## src/rtl/chunk_head_arb.sv

```systemverilog
// Round-robin arbiter that lets N_SRC requesters share one ChunkHead.
// A granted request is latched into the o_* payload, which is then held until ChunkHead acks the run.
module chunk_head_arb #(
  parameter int N_SRC   = 2,
  parameter int SRC_BW  = $clog2(N_SRC),
  parameter int WBW     = 16,
  parameter int VDIM    = 3,
  parameter int ICFG_BW = 8
) (
  input  logic                                   i_clk,
  input  logic                                   i_rst,
  input  logic [N_SRC-1:0]                       i_req_rdy,
  output logic [N_SRC-1:0]                       i_req_ack,
  input  logic [N_SRC-1:0][VDIM-1:0][WBW-1:0]    i_req_bofs,
  input  logic [N_SRC-1:0][VDIM-1:0][WBW-1:0]    i_req_aofs,
  input  logic [N_SRC-1:0][ICFG_BW-1:0]          i_req_beg,
  input  logic [N_SRC-1:0][ICFG_BW-1:0]          i_req_end,
  output logic                                   o_abofs_rdy,
  input  logic                                   o_abofs_ack,
  output logic [VDIM-1:0][WBW-1:0]               o_bofs,
  output logic [VDIM-1:0][WBW-1:0]               o_aofs,
  output logic [ICFG_BW-1:0]                     o_beg,
  output logic [ICFG_BW-1:0]                     o_end,
  output logic [SRC_BW-1:0]                      o_src
);

  typedef enum logic {IDLE, BUSY} state_t;

  state_t            state;
  logic [SRC_BW-1:0] ptr;
  logic              live;
  logic [N_SRC-1:0]  empty;
  logic [SRC_BW-1:0] sel;
  logic              sel_valid;
  logic [SRC_BW:0]   idx;
  logic              grant;

  function automatic logic [SRC_BW-1:0] wrap_inc(input logic [SRC_BW-1:0] v);
    return (v == SRC_BW'(N_SRC - 1)) ? '0 : v + 1'b1;
  endfunction

  generate
    for (genvar gi = 0; gi < N_SRC; gi++) begin : g_src
      assign empty[gi]     = (i_req_beg[gi] >= i_req_end[gi]);
      assign i_req_ack[gi] = grant && (sel == SRC_BW'(gi));
    end
  endgenerate

  // Scan from the highest offset down so the source nearest ptr wins.
  always_comb begin
    sel_valid = 1'b0;
    sel       = '0;
    idx       = '0;
    for (int k = N_SRC - 1; k >= 0; k--) begin
      idx = {1'b0, ptr} + (SRC_BW + 1)'(k);
      if (idx >= (SRC_BW + 1)'(N_SRC))
        idx = idx - (SRC_BW + 1)'(N_SRC);
      if (i_req_rdy[idx[SRC_BW-1:0]]) begin
        sel_valid = 1'b1;
        sel       = idx[SRC_BW-1:0];
      end
    end
  end

  // live keeps acks off during reset and in the first cycle after release.
  assign grant = live && i_rst && (state == IDLE) && sel_valid;

  always_ff @(posedge i_clk) begin
    if (!i_rst) begin
      state       <= IDLE;
      ptr         <= '0;
      live        <= 1'b0;
      o_abofs_rdy <= 1'b0;
      o_src       <= '0;
      o_bofs      <= '0;
      o_aofs      <= '0;
      o_beg       <= '0;
      o_end       <= '0;
    end else begin
      live <= 1'b1;
      case (state)
        IDLE: begin
          if (grant) begin
            if (empty[sel]) begin
              ptr <= wrap_inc(sel);
            end else begin
              state       <= BUSY;
              o_abofs_rdy <= 1'b1;
              o_bofs      <= i_req_bofs[sel];
              o_aofs      <= i_req_aofs[sel];
              o_beg       <= i_req_beg[sel];
              o_end       <= i_req_end[sel];
              o_src       <= sel;
            end
          end
        end
        BUSY: begin
          if (o_abofs_ack) begin
            state       <= IDLE;
            o_abofs_rdy <= 1'b0;
            ptr         <= wrap_inc(o_src);
          end
        end
        default: state <= IDLE;
      endcase
    end
  end

endmodule

```

## config.mk

```make
export PLATFORM = sky130hd
export DESIGN_NAME = chunk_head_arb
export DESIGN_NICKNAME = d
export VERILOG_FILES = /design/src/rtl/chunk_head_arb.sv
export SDC_FILE = /design/constraint.sdc
export NUM_CORES = 1
export LEC_CHECK = 0
export CORE_AREA = 2 2 134 136
export DETAILED_ROUTE_END_ITERATION = 6
export DIE_AREA = 0 0 136 138
export PLACE_DENSITY = 0.79
export SYNTH_ARGS = -nofsm -noshare
export SYNTH_HDL_FRONTEND = slang
export SYNTH_SLANG_ARGS = --single-unit
```

## constraint.sdc

```tcl
create_clock -name i_clk -period 3.45 [get_ports i_clk]
set_input_delay 0.345 -clock i_clk [delete_from_list [all_inputs] [get_ports i_clk]]
set_output_delay 0.345 -clock i_clk [all_outputs]
set_load 0.05 [all_outputs]
```

==> flow_metrics.py, run 1 <==
metrics = {
    "synthesis": {
        "synth_top_area_share_pct": 38.9,
        "yosysWarnings": 0,
        "synth_edf_count": 0,
        "syn_area_per_cell_um2": 10.0,
        "synth-seq-cells": 117,
        "synth.distinct_cells": 36,
        "synth_area_leader_cell": "dfxtp_1",
        "synth.cell_area_um2": 6030,
        "netlist_instances": 600,
        "synthesis.nets": 845,
        "synth.area.top_cells": "dfxtp_1, mux2i_1, a211oi_2",
        "synthTopCellsByCount": "a21oi_1, dfxtp_1, mux2i_1",
        "yosysMostFrequentCell": "a21oi_1",
        "ys.flop_type": "dfxtp_1",
        "ys_seq_area_share_pct": 38.9,
        "async_flop_share_pct": 0,
    },
    "place": {
        "routabilityCongestion": 0.794,
        "numPortBuffers": 344,
        "post-dp-hpwl_um": 14600,
        "dp_slack_ns": 0.420,
    },
    "cells_and_area": {
        "nNetsFinal": 1156,
        "fillCellCount": 1550,
        "diodes": 0,
        "drive_gt1_share_pct": 11.8,
        "area_growth_pct": 68.9,
    },
    "clock_network": {
        "cts-resized-gates": 0,
        "clock-sinks": 117,
        "clk_path_buf_depth": 2,
        "tritoncts": "yes",
        "numCtsBuffers": 17,
        "htreeDepth": 4,
        "cts_setup_buffers": 0,
        "clk_latency_ns": 0.40,
        "cts_root_buf": "clkbuf_16",
        "clk_pin_slew_ns": 0.05,
        "cts_hold_buf": 0,
    },
    "floorplan": {
        "die_h_um": 138,
        "rows": 49,
        "ios": 345,
        "start_util_pct": 34.4,
        "dieArea_um2": 18800,
        "die_w_um": 136,
        "core_area_um2": 17500,
    },
    "route": {
        "first_pass_iters": 4,
        "dr_total_vias": 5849,
        "post_drt_wl_per_cell_um": 17.3,
        "first_iter_violations": 232,
        "via_per_inst": 5.08,
        "antenna_left": 0,
        "routed_wl_um": 20000,
        "post-route-drc-count": 0,
    },
    "worst_setup_path": {
        "slowest_delay_ns": 0.84,
        "arrival_ns": 2.30,
        "required_ns": 3.11,
        "cp_cell_sequence": "clkdlybuf4s50_1 -> nand3b_1 -> nor2_1 -> clkdlybuf4s50_1",
        "worst_setup_path_start_kind": "input pin",
        "crit_fanout": 7,
        "end_kind": "output port",
        "slowest_stage": "clkdlybuf4s50_1",
        "rr_worst_depth": 6,
        "crit_type": "in -> out",
        "crit_top_cell": "clkdlybuf4s50_1",
    },
    "global_route": {
        "grtUsageTotal_pct": 20.5,
        "grt_pass1_wl_um": 30600,
        "grt_overflow_total": 0,
        "grt_pass1_vias": 5761,
        "grt_max_degree": 115,
        "grt_antenna_before_repair": 0,
    },
    "sta": {
        "slew_viol_final": 0,
        "max-slew-margin-rel_pct": 40.6,
        "timing.fmax_mhz": 378,
        "timing.final.ws_setup_ns": 0.807,
        "fin_crit_sh_pct": 76.6,
        "tightestPinTransition_ns": 0.891,
        "fin_skew_ns": 0.00803,
        "finalCriticalPeriod_ns": 2.64,
        "finalSetupViolations": 0,
        "setup-tns-final_ns": 0,
        "grt_setup_unrepaired": "false",
        "finalHoldViolCount": 0,
    },
    "pwr": {
        "p_per_area_nw_per_um2": 442,
        "ir_drop_mv": 0.309,
        "p_leak_nw": 3.59,
    },
    "min_path": {
        "worstHoldPathCells": 1,
        "hp-class": "reg -> reg",
    },
    "flow_run": {
        "maxCapViolCount": 0,
    },
    "status": {
        "status": "completed",
    },
}
-- area by class of cell --
cell class | instances | area (um^2) | area share [%]
Timing Repair Buffer | 355 | 3590 | 35.2
Clock inverter | 9 | 104 | 1.02
Multi-Input combinational cell | 399 | 3310 | 32.5
Clock buffer | 21 | 470 | 4.62
Sequential cell | 117 | 2340 | 23.0
Tap cell | 229 | 287 | 2.81
Inverter | 21 | 81.3 | 0.799
-- sequential cells by signal, indices dropped and copies added, names as in the netlist --
| name | flops |
|---|---|
| o_beg | 8 |
| o_src | 1 |
| o_bofs | 48 |
| live | 1 |
| o_end | 8 |
| o_aofs | 48 |
| o_abofs_rdy | 1 |
| ptr | 1 |
| state | 1 |
-- report_power, final --
part / internal, mW / switching (mW)
Combinational: 0.574 / 0.737
Clock: 1.11 / 0.594
Sequential: 1.44 / 0.0473
Total: 3.12 / 1.38
-- cells in the final DEF, fill, tap and decap left out, types with 7 or more instances in the layout --
cell and count:
a211oi_1 53, a211oi_2 60, a21oi_1 121, buf_4 7, clkbuf_16 17, clkdlybuf4s50_1 343, dfxtp_1 117, ha_1 16
inv_1 19, mux2i_1 105, nor2_1 11
-- stage by stage --
step | hold slack (ns) | utilization, % | cell area (um^2) | power, mW | instances
3_5_place_dp | 0.496 | 54.8 | 9610 | 2.83 | 1121
6_report | 0.504 | 58.1 | 10200 | 4.50 | 1151
3_3_place_gp | 0.487 | 54.8 | 9610 | 2.82 | 1121
4_1_cts | 0.508 | 58.1 | 10200 | 4.55 | 1151
2_1_floorplan | 0.373 | - | 6030 | 2.28 | 600
5_1_grt | 0.531 | 58.1 | 10200 | 4.69 | 1151
-- worst paths after layout --
path / start / to / slack, ns
max: i_rst / i_req_ack[1] / 0.81
min: o_abofs_rdy / o_abofs_rdy / 0.50
max reg2reg: ptr / o_aofs[3] / 1.31
min reg2reg: o_abofs_rdy / o_abofs_rdy / 0.50
-- metal layers --
| layer | up-vias | track usage (%) | routed length [um] |
|---|---|---|---|
| li1 | 2891 | - | - |
| met1 | 2713 | 24.7 | 8290 |
| met2 | 214 | 34.9 | 9690 |
| met3 | 31 | 5.79 | 1520 |
| met4 | 0 | 7.18 | 441 |
| met5 | - | 0 | 0 |
-- kinds of logic (layout without fill, tap and decap cells) --
group	count (synthesis)	in the layout	share of synthesized area [%]
AO/OA/AOI/OAI	251	251	31.6
multiplexers	105	105	17.4
AND/OR/NAND/NOR	27	27	2.12
buffers and inverters	84	406	6.70
adder cells (fa/ha/maj)	16	16	3.32
flip-flops	117	117	38.9
-- critical path: cells and delay by family --
family	cells	cell delay (ns)
buffers and inverters	2	1.49
AND/OR/NAND/NOR	2	0.46
No activity file was read; power rests on OpenSTA's default activity.
==> inputs of run 2 (changes only) <==
Settings changed: CORE_AREA 2 2 134 136 to 2 2 135 137, DIE_AREA 0 0 136 138 to 0 0 137 139, PLACE_DENSITY 0.79 to 0.78.
Clock period 3.45 ns to 2.57 ns, I/O delays scaled along.
==> run 2 against run 1 <==
  * Non-clock buffer count increased by 12
  * Clock-buffer cell count decreased by 2
  * Combinational power grew 37%
  * Critical endpoint is now o_aofs[36]
==> flow_metrics.py, run 2 (same netlist as run 1, synthesis figures left out) <==
metrics = {
    "place": {
        "dp.cells": 1133,
        "dpl_cell_area_um2": 9740,
        "numPortBuffers": 344,
        "routabilityCongestion": 0.822,
        "post-dp-hpwl_um": 14600,
    },
    "floorplan": {
        "die_w_um": 137,
        "core_area_um2": 17700,
        "ios": 345,
        "dieArea_um2": 19000,
        "start_util_pct": 34.1,
        "rows": 49,
        "die_h_um": 139,
    },
    "sta": {
        "finalCriticalPeriod_ns": 2.41,
        "fin_hold_ws_ns": 0.490,
        "fin_skew_ns": 0.00769,
        "fin_crit_sh_pct": 93.6,
        "timing.fmax_mhz": 416,
        "slew_viol_final": 0,
        "max-slew-margin-rel_pct": 50.4,
        "finalSetupViolations": 0,
        "finalHoldViolCount": 0,
        "tightestPinTransition_ns": 0.745,
        "grt_setup_unrepaired": "false",
    },
    "min_path": {
        "hp-start": "i_req_aofs[47]",
        "worstHoldPathCells": 3,
        "hold_end": "o_aofs[47]",
        "hp-class": "in -> reg",
    },
    "cells_and_area": {
        "area_growth_pct": 72.7,
        "layout_commonest_cell": "clkdlybuf4s50_1",
        "stdcell_count": 1165,
        "nNetsFinal": 1168,
        "final_cell_mix": "clkdlybuf4s50_1, a21oi_1, dfxtp_1, mux2i_1, a211oi_2",
        "reg_top3": "o_aofs (48), o_bofs (48)",
        "design_area_um2": 10400,
        "diodes": 0,
        "drive_gt1_share_pct": 13.1,
        "fin_util_pct": 58.9,
    },
    "pwr": {
        "power_mw": 6.47,
        "combPwrFrac_pct": 27.9,
        "p_sw_share_pct": 29.6,
        "p_leak_nw": 3.70,
        "p_clk_share_pct": 41.3,
        "seq_power_share_pct": 30.9,
        "internal-power_mw": 4.55,
        "p_per_area_nw_per_um2": 621,
        "p_switching_mw": 1.91,
        "ir_drop_mv": 0.412,
    },
    "global_route": {
        "grt_pass1_wl_um": 30700,
        "grt_antenna_before_repair": 0,
        "grt_max_degree": 106,
        "grtUsageTotal_pct": 20.4,
        "grt_overflow_total": 0,
        "grt_pass1_vias": 5838,
    },
    "route": {
        "antenna_left": 0,
        "first_iter_violations": 240,
        "post_drt_wl_per_cell_um": 17.3,
        "post-route-drc-count": 0,
        "first_pass_iters": 4,
        "routed_wl_um": 20100,
        "dr_total_vias": 5849,
        "via_per_inst": 5.02,
    },
    "worst_setup_path": {
        "required_ns": 2.84,
        "reg2reg_slack_ns": 0.60,
        "cp_num_buf_inv": 3,
        "slowest_delay_ns": 0.46,
        "worst_setup_path_start_kind": "input pin",
        "r2r_start": "ptr",
        "rr_worst_depth": 6,
        "arrival_ns": 2.68,
        "cp_cell_sequence": "clkdlybuf4s50_1 -> inv_1 -> ha_1 -> nor2b_1 -> o211a_1 -> o311ai_2 -> a32o_4 -> and2_4 -> buf_12 -> a211oi_1",
        "crit_family": "compound AO/OA/AOI/OAI gates",
        "r2r_end": "o_aofs[36]",
        "crit_fanout": 50,
        "end_kind": "register",
        "slowest_stage": "clkdlybuf4s50_1",
        "crit_type": "in -> reg",
        "worstSetupStartpoint": "i_req_end[9]",
    },
    "clock_network": {
        "htreeDepth": 4,
        "tritoncts": "yes",
        "clock-sinks": 117,
        "cts_root_buf": "clkbuf_16",
        "clk_path_buf_depth": 2,
        "clk_latency_ns": 0.40,
        "numCtsBuffers": 17,
        "clk_pin_slew_ns": 0.06,
        "cts_setup_buffers": 0,
    },
    "flow_run": {
        "maxCapViolCount": 0,
    },
    "status": {
        "status": "completed",
    },
}
==> run 2: cell types whose count changed in the layout (fill, tap and decap cells not counted), moves of 2 or more <==
cell,change
clkinv_2,-2
buf_4,+9
buf_12,+4
clkbuf_8,-3
bufinv_16,+4
==> run 2: stage by stage <==
step / setup slack [ns] / setup TNS [ns]
finish: 0.165 / 0
global route: 0.0397 / 0
CTS: 0.181 / 0
detailed placement: -0.250 / -22.72
global placement: -0.166 / -15.07
floorplan: 0.0703 / 0
==> run 2: what timing repair did <==
item	4_1_cts	5_1_grt
endpoints found under the setup margin	0	1
hold buffers	0	0
gates resized for setup	0	1
==> run 2: layout make-up <==
class                   count  area (um^2)
multi-input cells         399         3310
clock inverters            13          230
repair buffers            367         3720
clock buffers              19          433
flip-flops and latches    117         2340
inverters                  21         81.3
fillers                  1531         7250
well taps                 229          287
==> run 2: worst reg2reg max path, cell delays in order (launching register included) <==
cell and delay, ns:
dfxtp_1 0.43, o21ai_4 0.09, a211oi_1 0.35, a32o_4 0.35
and2_4 0.21, buf_12 0.25, a211oi_1 0.17
==> run 2: how the worst max path moves through the flow <==
stage	endpoint	depth (start not counted)
after floorplan	i_req_ack[0]	5
after global placement	o_aofs[0]	10
after detailed placement	o_aofs[17]	10
after CTS	o_aofs[46]	10
after global routing	o_aofs[40]	10
final	o_aofs[36]	10
==> run 2: power groups by stage <==
| stage | clock (mW) | combinational (mW) | sequential (mW) |
|---|---|---|---|
| 2_1_floorplan | 0 | 0.629 | 2.43 |
| 3_3_place_gp | 0 | 1.79 | 2.03 |
| 3_5_place_dp | 0 | 1.81 | 2.03 |
| 4_1_cts | 2.72 | 1.81 | 2.00 |
| 5_1_grt | 2.79 | 1.91 | 2.01 |
| 6_report | 2.67 | 1.80 | 2.00 |
==> run 2: layer usage <==
metal / vias up / track usage, % / share of wire (%)
met5: - / 0 / 0
met4: 0 / 6.35 / 1.7
met3: 23 / 5.41 / 7.5
met1: 2718 / 23.9 / 41
met2: 201 / 35.8 / 50
li1: 2907 / - / -
